==> src/rtl/acc_reg_file.sv <==
// Accumulator plus DEPTH-entry register file with registered reads and per-entry written-since-reset flags.
// Define ACC_RF_BYPASS_EN to forward a same-cycle register write to the read/load path.
module acc_reg_file #(
  parameter int W     = 8,
  parameter int DEPTH = 16,
  parameter int AW    = $clog2(DEPTH)
) (
  input  logic          CLK,
  input  logic          RST_N,
  input  logic [AW-1:0] ReadAddr,
  input  logic          ReadRegEn,
  input  logic          LoadACCEn,
  input  logic [AW-1:0] RegWriteAddr,
  input  logic          WriteRegEn,
  input  logic          WriteACCEn,
  input  logic [W-1:0]  ACCWrite,
  output logic [W-1:0]  ACCRead,
  output logic [W-1:0]  ReadDataOut,
  output logic          ReadUninit
);

  localparam logic [AW:0] DEPTH_W = (AW+1)'(DEPTH);

  logic [W-1:0]     mem [DEPTH];
  logic [DEPTH-1:0] valid;
  logic [W-1:0]     acc;
  logic [W-1:0]     read_data;
  logic             read_uninit;

  logic             rd_in_range;
  logic             wr_in_range;
  logic [W-1:0]     mem_rd;
  logic             valid_rd;
  logic [W-1:0]     rd_data;
  logic             rd_valid;

  // Addresses past DEPTH read as an unwritten zero and never store.
  assign rd_in_range = {1'b0, ReadAddr} < DEPTH_W;
  assign wr_in_range = {1'b0, RegWriteAddr} < DEPTH_W;
  assign mem_rd      = rd_in_range ? mem[ReadAddr] : '0;
  assign valid_rd    = rd_in_range & valid[ReadAddr];

`ifdef ACC_RF_BYPASS_EN
  logic fwd_hit;

  // A same-address write hands the outgoing ACC straight to the read/load path.
  assign fwd_hit  = WriteRegEn & wr_in_range & (RegWriteAddr == ReadAddr);
  assign rd_data  = fwd_hit ? acc : mem_rd;
  assign rd_valid = fwd_hit | valid_rd;
`else
  assign rd_data  = mem_rd;
  assign rd_valid = valid_rd;
`endif

  always_ff @(posedge CLK or negedge RST_N) begin
    if (!RST_N) begin
      acc <= '0;
    end else if (WriteACCEn) begin
      acc <= ACCWrite;
    end else if (LoadACCEn) begin
      acc <= rd_data;
    end
  end

  // Stores always take the pre-edge ACC, which makes store-and-replace and swap single-cycle.
  always_ff @(posedge CLK or negedge RST_N) begin
    if (!RST_N) begin
      for (int i = 0; i < DEPTH; i++) begin
        mem[i] <= '0;
      end
      valid <= '0;
    end else if (WriteRegEn && wr_in_range) begin
      mem[RegWriteAddr]   <= acc;
      valid[RegWriteAddr] <= 1'b1;
    end
  end

  always_ff @(posedge CLK or negedge RST_N) begin
    if (!RST_N) begin
      read_data   <= '0;
      read_uninit <= 1'b0;
    end else if (ReadRegEn) begin
      read_data   <= rd_data;
      read_uninit <= ~rd_valid;
    end
  end

  assign ACCRead     = acc;
  assign ReadDataOut = read_data;
  assign ReadUninit  = read_uninit;

endmodule

==> config.mk <==
export PLATFORM = sky130hd
export DESIGN_NAME = acc_reg_file
export DESIGN_NICKNAME = d
export VERILOG_FILES = /design/src/rtl/acc_reg_file.sv
export SDC_FILE = /design/constraint.sdc
export NUM_CORES = 1
export LEC_CHECK = 0
export BUFFER_PORTS_ARGS = -buffer_cell sky130_fd_sc_hd__clkbuf_2
export CAP_MARGIN = 20
export CORE_ASPECT_RATIO = 0.6
export CORE_UTILIZATION = 50
export CTS_BUF_LIST = sky130_fd_sc_hd__clkbuf_4 sky130_fd_sc_hd__clkbuf_8 sky130_fd_sc_hd__clkbuf_16
export CTS_CLUSTER_DIAMETER = 120
export DETAILED_ROUTE_END_ITERATION = 8
export GPL_TIMING_DRIVEN = 0
export PLACE_DENSITY = 0.68
export SLEW_MARGIN = 20
export SYNTH_ARGS = -nofsm -noshare
export SYNTH_HDL_FRONTEND = slang
export SYNTH_SLANG_ARGS = --single-unit
==> constraint.sdc <==
create_clock -name CLK -period 1.9 [get_ports CLK]
set_clock_uncertainty 0.1 [all_clocks]
set_input_delay 0.19 -clock CLK [delete_from_list [all_inputs] [get_ports CLK]]
set_output_delay 0.19 -clock CLK [all_outputs]
set_load 0.02 [all_outputs]
# --- Word-level counts from Yosys, hierarchy flattened ---
# Cells that the tools add are included.
word_totals:
  ff_bits: 161
  latchBits: 0
  ramBits: 0
  romBits: 0
  inputBits: 22
  out_inout_bits: 17
  word_cells: 45
  n_memories: 0
classes:
  add_sub_neg: 0
  multipliers: 0
  div: 0
  order_cmp: 6
  n_eq_ne: 0
  shift: 0
  mux: 12
  n_bitwise: 4
  reduce_logical: 3
ops:
  columns: ["operator", "n"]
  rows:
  - ["$bwmux W128", 1]
  - ["$mux W8", 5]
  - ["$bmux W8 S4", 1]
  - ["$demux W8 S4", 1]
  - ["$or A16 B16 Y16", 1]
  - ["$ge A5 B5 Y1 const B", 2]
  - ["$lt A4 B5 Y1 const B", 2]
  - ["$not A4 Y5", 2]
  - ["$lt A5 B1 Y1 const B", 1]
  - ["$bmux W1 S4", 1]
  - ["$demux W1 S4", 1]
  - ["$ge A4 B1 Y1 const B", 1]
  - ["$logic_and A1 B1 Y1", 2]
  - ["$mux W1", 2]
  - ["$reduce_bool A2 Y1", 1]
  - ["$not A1 Y1", 1]

# --- Logic depth before layout (Yosys ltp) ---
depth:
  ltp_word: 6
  depth_mapped: 6
  depth_no_buf: 4

# --- Worst setup path after synthesis ---
# Ideal clock, no wire load.
synth_timing:
  path_kind: "input -> register"
  start: "input ReadAddr[0]"
  end: "register acc[1] (netlist: ACCRead[1])"
  setup_time_ps: 126
  t_arrival_ps: 1448
  t_required_ps: 1674
  path_slack_ps: 226
  cell_stages: 6
  path_buffers: 2
  path_cell_list: "buf_6 buf_6 mux4_2 nand2_1 a41oi_1 a221o_1"
synth_via:
  elab_chain_cells: 6
synth_lines:
  columns: ["item", "line_no", "rtl"]
  rows:
  - ["start: declaration", "10", "input logic [AW-1:0] ReadAddr,"]
  - ["$not A4 Y5 (not written as such)", "40", "assign mem_rd = rd_in_range ? mem[ReadAddr] : '0;"]
  - ["$bmux W8 S4", "40", null]
  - ["$mux W8 (not written as such) (2 in series)", "40", null]
  - ["$mux W8", "60", "end else if (LoadACCEn) begin"]
  - ["$mux W8", "58", "end else if (WriteACCEn) begin"]
  - ["end signal: assignment", "59", "acc <= ACCWrite;"]
  - ["end signal: assignment", "61", "acc <= rd_data;"]
  - ["end: declaration", "26", "logic [W-1:0] acc;"]
# Every way passes these cells. The select of a mux whose other input is x is not followed.
# A chain may end at the register's enable or synchronous reset.

# --- Final worst setup path ---
layout_timing:
  start: "register mem[66] in the netlist's numbering"
  end: "register acc[2] (netlist: ACCRead[2])"
layout_via:
  elab_chain_cells: 5
layout_lines:
  columns: ["item", "line_no", "rtl"]
  rows:
  - ["start: declaration", "24", "logic [W-1:0] mem [DEPTH];"]
  - ["start signal: indexed assignment", "69", "mem[i] <= '0;"]
  - ["start signal: indexed assignment", "73", "mem[RegWriteAddr] <= acc;"]
  - ["$bmux W8 S4", "40", null]
  - ["$mux W8 (not written as such) (2 in series)", "40", null]
  - ["$mux W8", "60", null]
  - ["$mux W8", "58", null]
# Every way passes these cells. The select of a mux whose other input is x is not followed.

==> flow_summary.ini <==
[floorplanning]
die_height_um = 94.9
die_w_um = 157
initial_core_util = 0.520
core_um2 = 13800
row_count = 33
io_pins = 39
die-area_um2 = 14900

[global_routing]
gr-usage-met2 = 0.383
busiest_layer = met2
grt-ovfl-total = 0
grt_max_degree = 85
grt_use_total = 0.246
grt_pass1_vias = 4456
met1_usage = 0.346
grt_pass1_wl_um = 25800
grt_use_met3 = 0.0592
antenna_found_initial = 0

[critical_path]
worst-path-max-fanout = 2
worstSetupEndpointType = register
crit_buf_inv = 0
critical_path_class = reg2reg
crit_chain = mux4_2, nand2_1, a41oi_1, a221o_1
crit_family = multiplexers
critPathMaxStageDelay_ps = 490
start_kind = register
crit_slowest_cell = mux4_2
cp.required_ps = 2100
critPathArrivalTime_ps = 1870

[clock_network]
ctsRootBufferMaster = clkbuf_16
cts_tree = done
cts_buffer_depth = 2
clk_pin_slew_ps = 70
clkLatencyLatePin_ps = 420
clock-sinks = 161
cts_max_level = 4
cts_setup_buffers = 0
cts_buffers = 17

[synth]
yosysSeqAreaShare = 0.560
yosysTopAreaCellShare = 0.560
synth_warnings = 0
synth_top_area_cell = dfrtp_1
netlist_instances = 469
synth.ff_latch_count = 161
synth.cell_area_um2 = 7200
avgSynthCellArea_um2 = 15.3
synth_cell_types = 25
synth_nets = 491
synth_area_leaders = dfrtp_1 56%, mux2_2 21%, mux4_2 12%

[sta]
rsz0062_at_grt = false
relSlewSlack = 0.317
period_share = 0.881
fin_crit_ps = 1670
slew_viol_final = 0
worstMarginPinSlew_ps = 1020
hold_viol_final = 0
fmax_mhz = 597
finalSetupViolations = 0

[pwr]
peakVddDrop_v = 0.000569
p_int_mw = 7.43
switchingPower_mw = 2.52
p_leak_nw = 3.62
p_per_area_nw_per_um2 = 1200
power_frac_clock = 0.348
p_sw_frac = 0.253
pwr-share-comb = 0.181
power_frac_seq = 0.471

[detailed_routing]
final_antenna_net_count = 0
viasPerCell = 5.85
drt_iter0_drc = 275
firstDrtPassIters = 4
drc = 0
dr_total_vias = 4284
detail_route.wl_per_cell_um = 22.7
wl_um = 16600

[cells_and_area]
fin_cells = 732
layout_common_cells = 161 x dfrtp_1, 132 x mux2_2, 37 x mux4_2
area_growth_pct = 15.5
n_antenna_cell = 0
layout_commonest_cell = dfrtp_1
drive_gt1_frac = 0.498
fin_nets = 551
fin_util = 0.601

[place]
place_inst = 693
gp_congestion = 0.819
portBuffers = 31
dp_hpwl_um = 11400

[job]
drv_cap = 0

[run_status]
outcome = completed

[hold_path]
hold_class = in2reg
## state kept, by name, summed over array words and instances, names as in the netlist
signal and cells:
valid 16, ACCRead 8, ReadUninit 1, mem 128, ReadDataOut 8
## tightest hold or removal path, delay by kind of cell
kind | cells | cell delay [ps]
muxes | 2 | 290
buffers and inverters | 1 | 140
## path summary, 6_finish.rpt
kind / from / endpoint / slack (ps) / cells past startpoint
worst min-delay path: ReadAddr[3] / ReadUninit / 150 / 3
worst min register to register: valid[10] / valid[10] / 370 / 1
worst max-delay path: mem[66] / ACCRead[2] / 230 / 4
min in group asynchronous: RST_N / mem[104] / 250 / 2
worst max register to register: mem[66] / ACCRead[2] / 230 / 4
max in group asynchronous: RST_N / mem[14] / 600 / 3
## metal layers
layer / wire length [um] / part of all wire / vias up
met3: 1020 / 0.062 / 16
met2: 7690 / 0.46 / 102
met5: 0 / 0 / -
li1: - / - / 1863
met4: 209 / 0.013 / 0
met1: 7670 / 0.46 / 2303
## final cells by class
type | instances | area [um2]
sequential | 161 | 4030
clock buffer | 21 | 462
multi-input combinational | 278 | 3020
timing repair buffer | 41 | 282
buffer | 29 | 149
tap | 192 | 240
inverter | 1 | 3.75
fill | 1098 | 5520
clock inverter | 9 | 134
## cells by family after synthesis
kind of cell / synth area share
AOI/OAI and AO/OA: 0.0209
buffers and inverters: 0.0212
DFF: 0.560
muxes: 0.330
and+or+nand+nor: 0.0683
## Yosys cell counts (all sizes together)
| cell type | count |
|---|---|
| nand3 | 2 |
| mux4 | 37 |
| buf | 17 |
| nor3 | 6 |
| nand2 | 36 |
| a41oi | 8 |
| nor4 | 1 |
| or2 | 13 |
| inv | 1 |
| dfrtp | 161 |
| clkbuf | 12 |
| or4 | 1 |
| mux2 | 136 |
| nor2b | 3 |
| nand4 | 8 |
| or3 | 2 |
| nor2 | 8 |
| nand2b | 7 |
| mux2i | 1 |
| and2 | 1 |
| a221o | 8 |
## through the flow
stage	power (mW)	worst slack (ps)	hold WS [ps]	instance area, um2	TNS (ps)
floorplan	5.95	226	-206	7200	0
global placement	6.41	-2160	329	7590	-349430
detailed placement	6.54	-202	163	7630	-5690
CTS	10.0	230	140	8320	0
global route	10.4	180	171	8320	0
finish	9.96	225	147	8320	0
## power groups by stage
stage               Combinational (mW)  Clock [mW]  Sequential [mW]
global placement                  1.74           0             4.68
global route                      1.95        3.65             4.79
detailed placement                1.80           0             4.73
finish                            1.80        3.47             4.69
CTS                               1.82        3.51             4.69
floorplan                         1.28           0             4.68
## timing repair
| action | in CTS | in global routing |
|---|---|---|
| endpoints found under the hold margin | 85 | 0 |
| resized for setup | 0 | 0 |
| hold buffers | 9 | 0 |
No activity file was read; power rests on OpenSTA's default activity.
